--- config.mk ---
export PLATFORM = sky130hd
export DESIGN_NAME = complex_mac_stream
export DESIGN_NICKNAME = d
export VERILOG_FILES = /design/src/rtl/complex_mac_stream.sv
export SDC_FILE = /design/constraint.sdc
export NUM_CORES = 1
export LEC_CHECK = 0
export BUFFER_PORTS_ARGS = -buffer_cell sky130_fd_sc_hd__buf_2
export CORE_MARGIN = 3
export CORE_UTILIZATION = 55
export CTS_CLUSTER_SIZE = 16
export DETAILED_ROUTE_END_ITERATION = 8
export PLACE_DENSITY = 0.76
export SETUP_SLACK_MARGIN = 0.15
export SLEW_MARGIN = 20
export SYNTH_ARGS = -nofsm -noshare
export SYNTH_HDL_FRONTEND = slang
export SYNTH_SLANG_ARGS = --single-unit
--- constraint.sdc ---
create_clock -name clk -period 5.78 [get_ports clk]
set_clock_uncertainty 0.2 [all_clocks]
set_input_delay 0.578 -clock clk [delete_from_list [all_inputs] [get_ports clk]]
set_output_delay 0.578 -clock clk [all_outputs]
set_load 0.02 [all_outputs]
--- src/rtl/complex_mac_stream.sv ---
// Streaming complex dot-product engine: accumulates N products of x*y or x*conj(y)
// through a one-stage registered multiplier, then holds the result until it is accepted.
module complex_mac_stream #(
  parameter int W     = 4,
  parameter int N     = 4,
  parameter int ACC_W = 12
) (
  input  logic               clk,
  input  logic               rst,
  input  logic               start,
  input  logic               conj,
  input  logic               in_valid,
  output logic               in_ready,
  input  logic [2*W-1:0]     x_in,
  input  logic [2*W-1:0]     y_in,
  output logic               out_valid,
  input  logic               out_ready,
  output logic [ACC_W-1:0]   acc_re,
  output logic [ACC_W-1:0]   acc_im,
  output logic               busy,
  output logic               done
);

  typedef enum logic [1:0] {IDLE, RUN, DRAIN, HOLD} state_t;

  localparam int CNT_W = (N > 1) ? $clog2(N) : 1;
  localparam logic [CNT_W-1:0] LAST_BEAT = CNT_W'(N - 1);

  state_t                   state, state_nxt;
  logic [CNT_W-1:0]         beat_cnt;
  logic                     conj_q;
  logic                     fire;
  logic                     p_valid;
  logic signed [ACC_W-1:0]  a, b, c, d;
  logic signed [ACC_W-1:0]  ac, bd, ad, bc;
  logic signed [ACC_W-1:0]  prod_re, prod_im;
  logic signed [ACC_W-1:0]  p_re, p_im;
  logic signed [ACC_W-1:0]  sum_re, sum_im;

  assign fire = (state == RUN) && in_valid;

  // State register.
  always_ff @(posedge clk) begin
    if (rst) state <= IDLE;
    else     state <= state_nxt;
  end

  // NOTE: every signal assigned in always_comb gets a default first, so no path leaves it unassigned and no latch is inferred.
  always_comb begin
    state_nxt = state;
    case (state)
      IDLE:    if (start) state_nxt = RUN;
      RUN:     if (fire && (beat_cnt == LAST_BEAT)) state_nxt = DRAIN;
      DRAIN:   state_nxt = HOLD;
      HOLD:    if (out_ready) state_nxt = IDLE;
      default: state_nxt = IDLE;
    endcase
  end

  // Handshake outputs are forced low while reset is asserted, not just after its edge.
  always_comb begin
    in_ready  = 1'b0;
    out_valid = 1'b0;
    busy      = 1'b0;
    done      = 1'b0;
    if (!rst) begin
      in_ready  = (state == RUN);
      out_valid = (state == HOLD);
      busy      = (state != IDLE);
      done      = (state == HOLD) && out_ready;
    end
  end

  assign a = ACC_W'($signed(x_in[2*W-1:W]));
  assign b = ACC_W'($signed(x_in[W-1:0]));
  assign c = ACC_W'($signed(y_in[2*W-1:W]));
  assign d = ACC_W'($signed(y_in[W-1:0]));

  assign ac = a * c;
  assign bd = b * d;
  assign ad = a * d;
  assign bc = b * c;

  always_comb begin
    prod_re = ac - bd;
    prod_im = ad + bc;
    if (conj_q) begin
      prod_re = ac + bd;
      prod_im = bc - ad;
    end
  end

  // NOTE: the product registers carry no reset; p_valid alone qualifies them, so their contents after reset never matter.
  always_ff @(posedge clk) begin
    if (fire) begin
      p_re <= prod_re;
      p_im <= prod_im;
    end
  end

  assign sum_re = $signed(acc_re) + p_re;
  assign sum_im = $signed(acc_im) + p_im;

  // NOTE: sequential state uses non-blocking assignments so every register samples pre-edge values.
  always_ff @(posedge clk) begin
    if (rst) begin
      acc_re   <= '0;
      acc_im   <= '0;
      beat_cnt <= '0;
      p_valid  <= 1'b0;
      conj_q   <= 1'b0;
    end else begin
      p_valid <= fire;
      if ((state == IDLE) && start) begin
        acc_re   <= '0;
        acc_im   <= '0;
        beat_cnt <= '0;
        conj_q   <= conj;
      end else begin
        if (p_valid) begin
          acc_re <= sum_re;
          acc_im <= sum_im;
        end
        if (fire) beat_cnt <= beat_cnt + CNT_W'(1);
      end
    end
  end

endmodule

==> results of run 1 <==
kinds of logic (layout without fill, tap and decap cells):
family | Yosys count | in the layout | synth area share (%)
simple gates | 181 | 181 | 15.4
fa+ha+maj | 133 | 133 | 33.8
compound gates | 116 | 116 | 12.5
buf+inv | 90 | 135 | 6.07
xor+xnor | 65 | 65 | 9.93
flops | 48 | 48 | 19.6
mux | 15 | 15 | 2.67
state kept, by name, indices dropped and copies added, names as in the netlist:
register / count
p_re: 9
p_im: 9
acc_im: 12
p_valid: 1
conj_q: 1
beat_cnt: 2
state: 2
acc_re: 12
worst min path at each step:
stage                     slack [ns]  depth (start not counted)     endpoint
after floorplan                 0.24                          2  beat_cnt[1]
after global placement          0.25                          2  beat_cnt[1]
after detailed placement        0.27                          2   acc_re[11]
after CTS                       0.28                          2   acc_re[11]
after global routing            0.32                          2  beat_cnt[1]
final                           0.28                          2   acc_re[11]
power groups by stage:
stage	sequential (W)	combinational (W)	clock [W]
after floorplan	0.000558	0.00125	0
after global placement	0.000570	0.00146	0
after detailed placement	0.000574	0.00155	0
after CTS	0.000567	0.00156	0.000254
after global routing	0.000576	0.00175	0.000267
final	0.000566	0.00156	0.000248
through the flow:
step	util (%)	instances
after detailed placement	61.6	818
final	62.8	826
after global placement	61.6	818
after global routing	62.8	826
after CTS	62.8	826
after floorplan	-	648
final cells by class:
cell class,instances,area [sq um],area share [%]
multi-input cells,510,4320,68.8
flip-flops and latches,48,1140,18.2
inverters,78,293,4.67
repair buffers,49,245,3.91
well taps,133,166,2.65
clock buffers,5,68.8,1.10
clock inverters,3,45.0,0.718
worst reg2reg max path: stages, from the launching register on:
cell	delay, ns
dfxtp_1	0.75
mux2_2	0.45
fa_1	0.44
nor2b_1	0.12
o21ai_0	0.10
a21boi_0	0.29
o21ai_0	0.17
a21oi_1	0.18
xnor2_1	0.11
xnor2_1	0.14
routing by layer:
layer	share of wire, %	vias up	global-route usage [%]
met4	0.66	0	4.87
met1	46	2171	26.6
met5	0	-	0
li1	-	2285	-
met2	50	87	38.8
met3	3.3	6	1.95
layout by cell type, fill, tap and decap left out, drive strengths merged, types with 10 or more instances in the layout:
cell type / Yosys / routed
xor2: 24 / 24
a21oi: 38 / 38
edfxtp: 18 / 18
nor2: 47 / 47
buf: 3 / 49
and2: 31 / 31
ha: 93 / 93
fa: 40 / 40
inv: 78 / 80
dfxtp: 30 / 30
nand2: 46 / 46
nor2b: 16 / 16
nand2b: 10 / 10
xnor2: 41 / 41
o21ai: 23 / 23
mux2i: 11 / 11
a21o: 21 / 21
==> flow_summary.yaml, run 1 <==
worst_setup_path:
  r2r-end: "p_im[10]"
  cp_max_fo: 8
  crit_required_ns: 5.64
  crit_path_end: "p_re[10]"
  crit_type: "primary input to flop"
  reg2reg_from: "conj_q"
  crit_cells: 20
  reg2reg_slack_ns: 2.59
  max_stage_delay_ns: 0.51
  critPathTopFamily: "adder cells"
  cp_data_arrival_time_ns: 4.77
  end_kind: "flop"
  start_kind: "primary input"
  slowest_stage: "fa_1"
  rr_worst_depth: 9
  crit_start: "x_in[0]"
  cpMostUsedCell: "fa_1"
  crit_buf_inv: 3
  worstPathCellList: "buf_2 > nand2b_1 > fa_1 > fa_1 > inv_1 > fa_1 > ha_1 > inv_1 > fa_1 > xor2_1 > nand4_1 > nor2_1 > nor2_1 > xor2_1 > ha_1 > o21a_1 > nor2_1 > a21oi_1 > xor2_1 > xnor2_1"
finish:
  final_area_sq_mm: 0.00628
  area_growth_pct: 8.01
  num_antenna_cells: 0
  fill_cells: 876
  nets: 847
  drive_gt1_share_pct: 9.38
sta:
  min_period_ns: 4.92
  finalMaxSlewViolations: 0
  rsz0062_at_grt: "no"
  setup_violations: 0
  fin_tns_setup_ns: 0
  holdWs_ns: 0.278
  slew_headroom_pct: 37.2
  hold_viol: 0
  max_freq_mhz: 203
  tightest_slew_ns: 0.941
  setup_ws_ns: 0.864
  fin_crit_sh_pct: 85.1
power:
  vdd_drop_max_v: 0.000203
  combPwrFrac_pct: 65.7
  p_switching_w: 0.00104
  power_w: 0.00237
  internal_power_w: 0.00133
  p_leak_nw: 3.15
  switching_share_pct: 44.0
  power.density_mw_per_mm2: 378
  power_frac_seq_pct: 23.9
  pwr-share-clk_pct: 10.4
routing:
  detail_route.iter0.violations: 220
  wl_per_cell_microns: 14.2
  drc: 0
  vias_per_cell: 5.51
  routed-via-count: 4549
  first_pass_iters: 5
  wirelength_microns: 11800
  antenna_left: 0
yosys:
  ys_ff_latch: 48
  synth_common_cells: "93 x ha_1, 78 x inv_1, 47 x nor2_1"
  synth_ff_type: "dfxtp_1"
  async_reset_ff_share_pct: 0
  synth.area.top_cells: "ha_1 20%, fa_1 14%, dfxtp_1 10%, edfxtp_1 9.3%, xnor2_1 6.0%"
  synth_top_area_share_pct: 20.0
  postSynthAreaPerCell_sq_um: 8.97
  synth_edf_count: 18
  netlist_area_sq_mm: 0.00581
  synth_cell_types: 47
  synth_warnings: 0
  synth_nets: 803
  synth_area_leader_cell: "ha_1"
  post-synth-top-count-cell: "ha_1"
  ys_seq_area_share_pct: 19.6
  syn_inst: 648
clocking:
  post_cts_resized: 0
  cts-root-buf: "clkbuf_8"
  clockBufferDepth: 2
  cts_hold_buf: 0
  cts.sinks: 48
  post_cts_buffers: 0
  numCtsBuffers: 5
  clk_latency_ns: 0.30
  path_clk_slew_ns: 0.10
  htreeDepth: 2
  cts_tree: "built"
global_routing:
  antenna_found_initial: 0
  grt_usage_pct: 21.1
  globalRouteOverflowTotal: 0
  grt_pass1_wl_microns: 20500
  grt_max_degree: 25
  grt_pass1_vias: 4639
floorplanning:
  die_area_sq_mm: 0.0118
  ios: 50
  rows: 36
  die_x_microns: 109
  core-area_sq_mm: 0.0100
  die_y_microns: 109
  start_util_pct: 58.1
placed_design:
  dpl_worst_slack_ns: 0.543
  port_buffers: 49
  globalplace.congestion: 0.948
  place_area_sq_mm: 0.00616
  dpl.hpwl_microns: 9770
hold_path:
  worstHoldPathType: "flop to flop"
  worstHoldStart: "acc_re[11]"
status:
  outcome: "finished clean"
job:
  cap_viol_max_count: 0
No activity file was read; power rests on OpenSTA's default activity.
==> run 2, diff against run 1 <==
--- a/config.mk
+++ b/config.mk
@@ -10,9 +10,9 @@
 export CORE_UTILIZATION = 55
 export CTS_CLUSTER_SIZE = 16
 export DETAILED_ROUTE_END_ITERATION = 8
-export PLACE_DENSITY = 0.76
+export PLACE_DENSITY = 0.75
 export SETUP_SLACK_MARGIN = 0.15
-export SLEW_MARGIN = 20
+export SKIP_CTS_REPAIR_TIMING = 1
 export SYNTH_ARGS = -nofsm -noshare
 export SYNTH_HDL_FRONTEND = slang
 export SYNTH_SLANG_ARGS = --single-unit
==> run 2 against run 1 <==
  * Die area did not move
  * Clock-buffer cell count grew 1
  * Core utilization shrank 0.14 points
  * Design area down 0.22%
  * Highest routed layer unchanged
==> flow_summary.yaml, run 2 (synthesis gave the netlist of run 1 again) <==
status:
  outcome: "finished clean"
floorplanning:
  rows: 36
  ios: 50
  die_y_microns: 109
  start_util_pct: 58.1
  die_x_microns: 109
  die_area_sq_mm: 0.0118
  core-area_sq_mm: 0.0100
finish:
  postLayoutCoreUtil_pct: 62.6
  multi_input_area_sq_mm: 0.00432
  layout_common_cells: "93 x ha_1, 78 x inv_1, 49 x buf_2, 47 x nor2_1, 46 x nand2_1"
  final_common_cell: "ha_1"
  area_growth_pct: 7.77
  fill_cells: 867
  seq_area_sq_mm: 0.00114
  drive_gt1_share_pct: 9.38
  nets: 847
  num_antenna_cells: 0
  reg.largest.list: "acc_im x12, acc_re x12"
sta:
  max_freq_mhz: 202
  min_period_ns: 4.96
  hold_viol: 0
  setup_violations: 0
  slew_headroom_pct: 35.0
  tightest_slew_ns: 0.975
  fin_tns_setup_ns: 0
  fin_crit_sh_pct: 85.8
  finalMaxSlewViolations: 0
  rsz0062_at_grt: "no"
clocking:
  numCtsBuffers: 5
  path_clk_slew_ns: 0.10
  cts_tree: "built"
  clockBufferDepth: 2
  clk_latency_ns: 0.31
  cts.sinks: 48
  htreeDepth: 2
  cts-root-buf: "clkbuf_8"
routing:
  antenna_left: 0
  first_pass_iters: 4
  vias_per_cell: 5.51
  drc: 0
  wl_per_cell_microns: 13.9
  detail_route.iter0.violations: 181
  wirelength_microns: 11400
  routed-via-count: 4553
worst_setup_path:
  end_kind: "flop"
  worstPathCellList: "buf_2 > nand2b_1 > fa_1 > fa_1 > inv_1 > fa_1 > ha_1 > inv_1 > fa_1 > xor2_1 > nand4_1 > nor2_1 > nor2_1 > xor2_1 > ha_1 > o21a_1 > nor2_1 > a21oi_1 > xor2_1 > xnor2_1"
  cp_data_arrival_time_ns: 4.81
  max_stage_delay_ns: 0.52
  crit_type: "primary input to flop"
  critPathTopFamily: "adder cells"
  crit_buf_inv: 3
  start_kind: "primary input"
  crit_required_ns: 5.64
  cpMostUsedCell: "fa_1"
  slowest_stage: "fa_1"
  cp_max_fo: 10
power:
  switching_share_pct: 44.4
  power_frac_seq_pct: 24.2
  combPwrFrac_pct: 66.4
  p_leak_nw: 3.14
  pwr-share-clk_pct: 9.4
  vdd_drop_max_v: 0.000190
  power.density_mw_per_mm2: 372
  internal_power_w: 0.00130
  p_switching_w: 0.00104
global_routing:
  grt_max_degree: 25
  antenna_found_initial: 0
  grt_usage_pct: 20.3
  grt_pass1_vias: 4462
  grt_pass1_wl_microns: 19600
  globalRouteOverflowTotal: 0
hold_path:
  worstHoldPathType: "flop to flop"
placed_design:
  dpl.hpwl_microns: 9560
  port_buffers: 49
  globalplace.congestion: 0.947
job:
  cap_viol_max_count: 0
## run 2: cell count changes in the layout (fill, tap and decap cells not counted), sizes merged
cell / delta
bufinv: -1
clkbuf: +1
## run 2: power groups by stage
stage | logic [W] | clock network (W) | registers (W)
6_report | 0.00155 | 0.000220 | 0.000564
5_1_grt | 0.00175 | 0.000240 | 0.000573
4_1_cts | 0.00155 | 0.000230 | 0.000564
3_5_place_dp | 0.00154 | 0 | 0.000572
3_3_place_gp | 0.00146 | 0 | 0.000568
2_1_floorplan | 0.00125 | 0 | 0.000558
## run 2: worst reg2reg max path: cells and delay by family (launching register included)
kind | cells | cell delay [ns]
simple gates | 1 | 0.12
flops | 1 | 0.75
mux | 1 | 0.45
compound gates | 4 | 0.68
xor+xnor | 2 | 0.24
fa+ha+maj | 1 | 0.44
## run 2: stage by stage
step	total power (W)	std cells	hold WS (ns)	area, sq um	worst slack [ns]
2_1_floorplan	0.00180	648	0.240	5810	0.968
3_3_place_gp	0.00203	818	0.247	6160	0.670
3_5_place_dp	0.00211	818	0.264	6160	0.510
4_1_cts	0.00234	826	0.278	6260	0.856
5_1_grt	0.00256	826	0.295	6260	0.565
6_report	0.00233	826	0.278	6260	0.824
## run 2: final timing paths
path	startpoint	to	slack, ns	cells past startpoint
setup reg to reg	conj_q	p_im[10]	2.68	9
hold / removal	acc_re[11]	acc_re[11]	0.28	2
setup / recovery	y_in[3]	p_re[10]	0.82	20
hold reg to reg	acc_re[11]	acc_re[11]	0.28	2
## run 2: layout make-up
type / instances / area share, %
well taps: 133 / 2.66
clock buffers: 6 / 1.32
clock inverters: 2 / 0.280
flip-flops and latches: 48 / 18.2
inverters: 78 / 4.68
multi-input cells: 510 / 68.9
repair buffers: 49 / 3.92
## run 2: routing by layer
metal | GRT usage [%] | share of wire, % | up-vias
met4 | 6.04 | 1.2 | 0
met5 | 0 | 0 | -
li1 | - | - | 2282
met2 | 36.2 | 49 | 102
met3 | 2.78 | 4.3 | 11
met1 | 25.6 | 46 | 2158
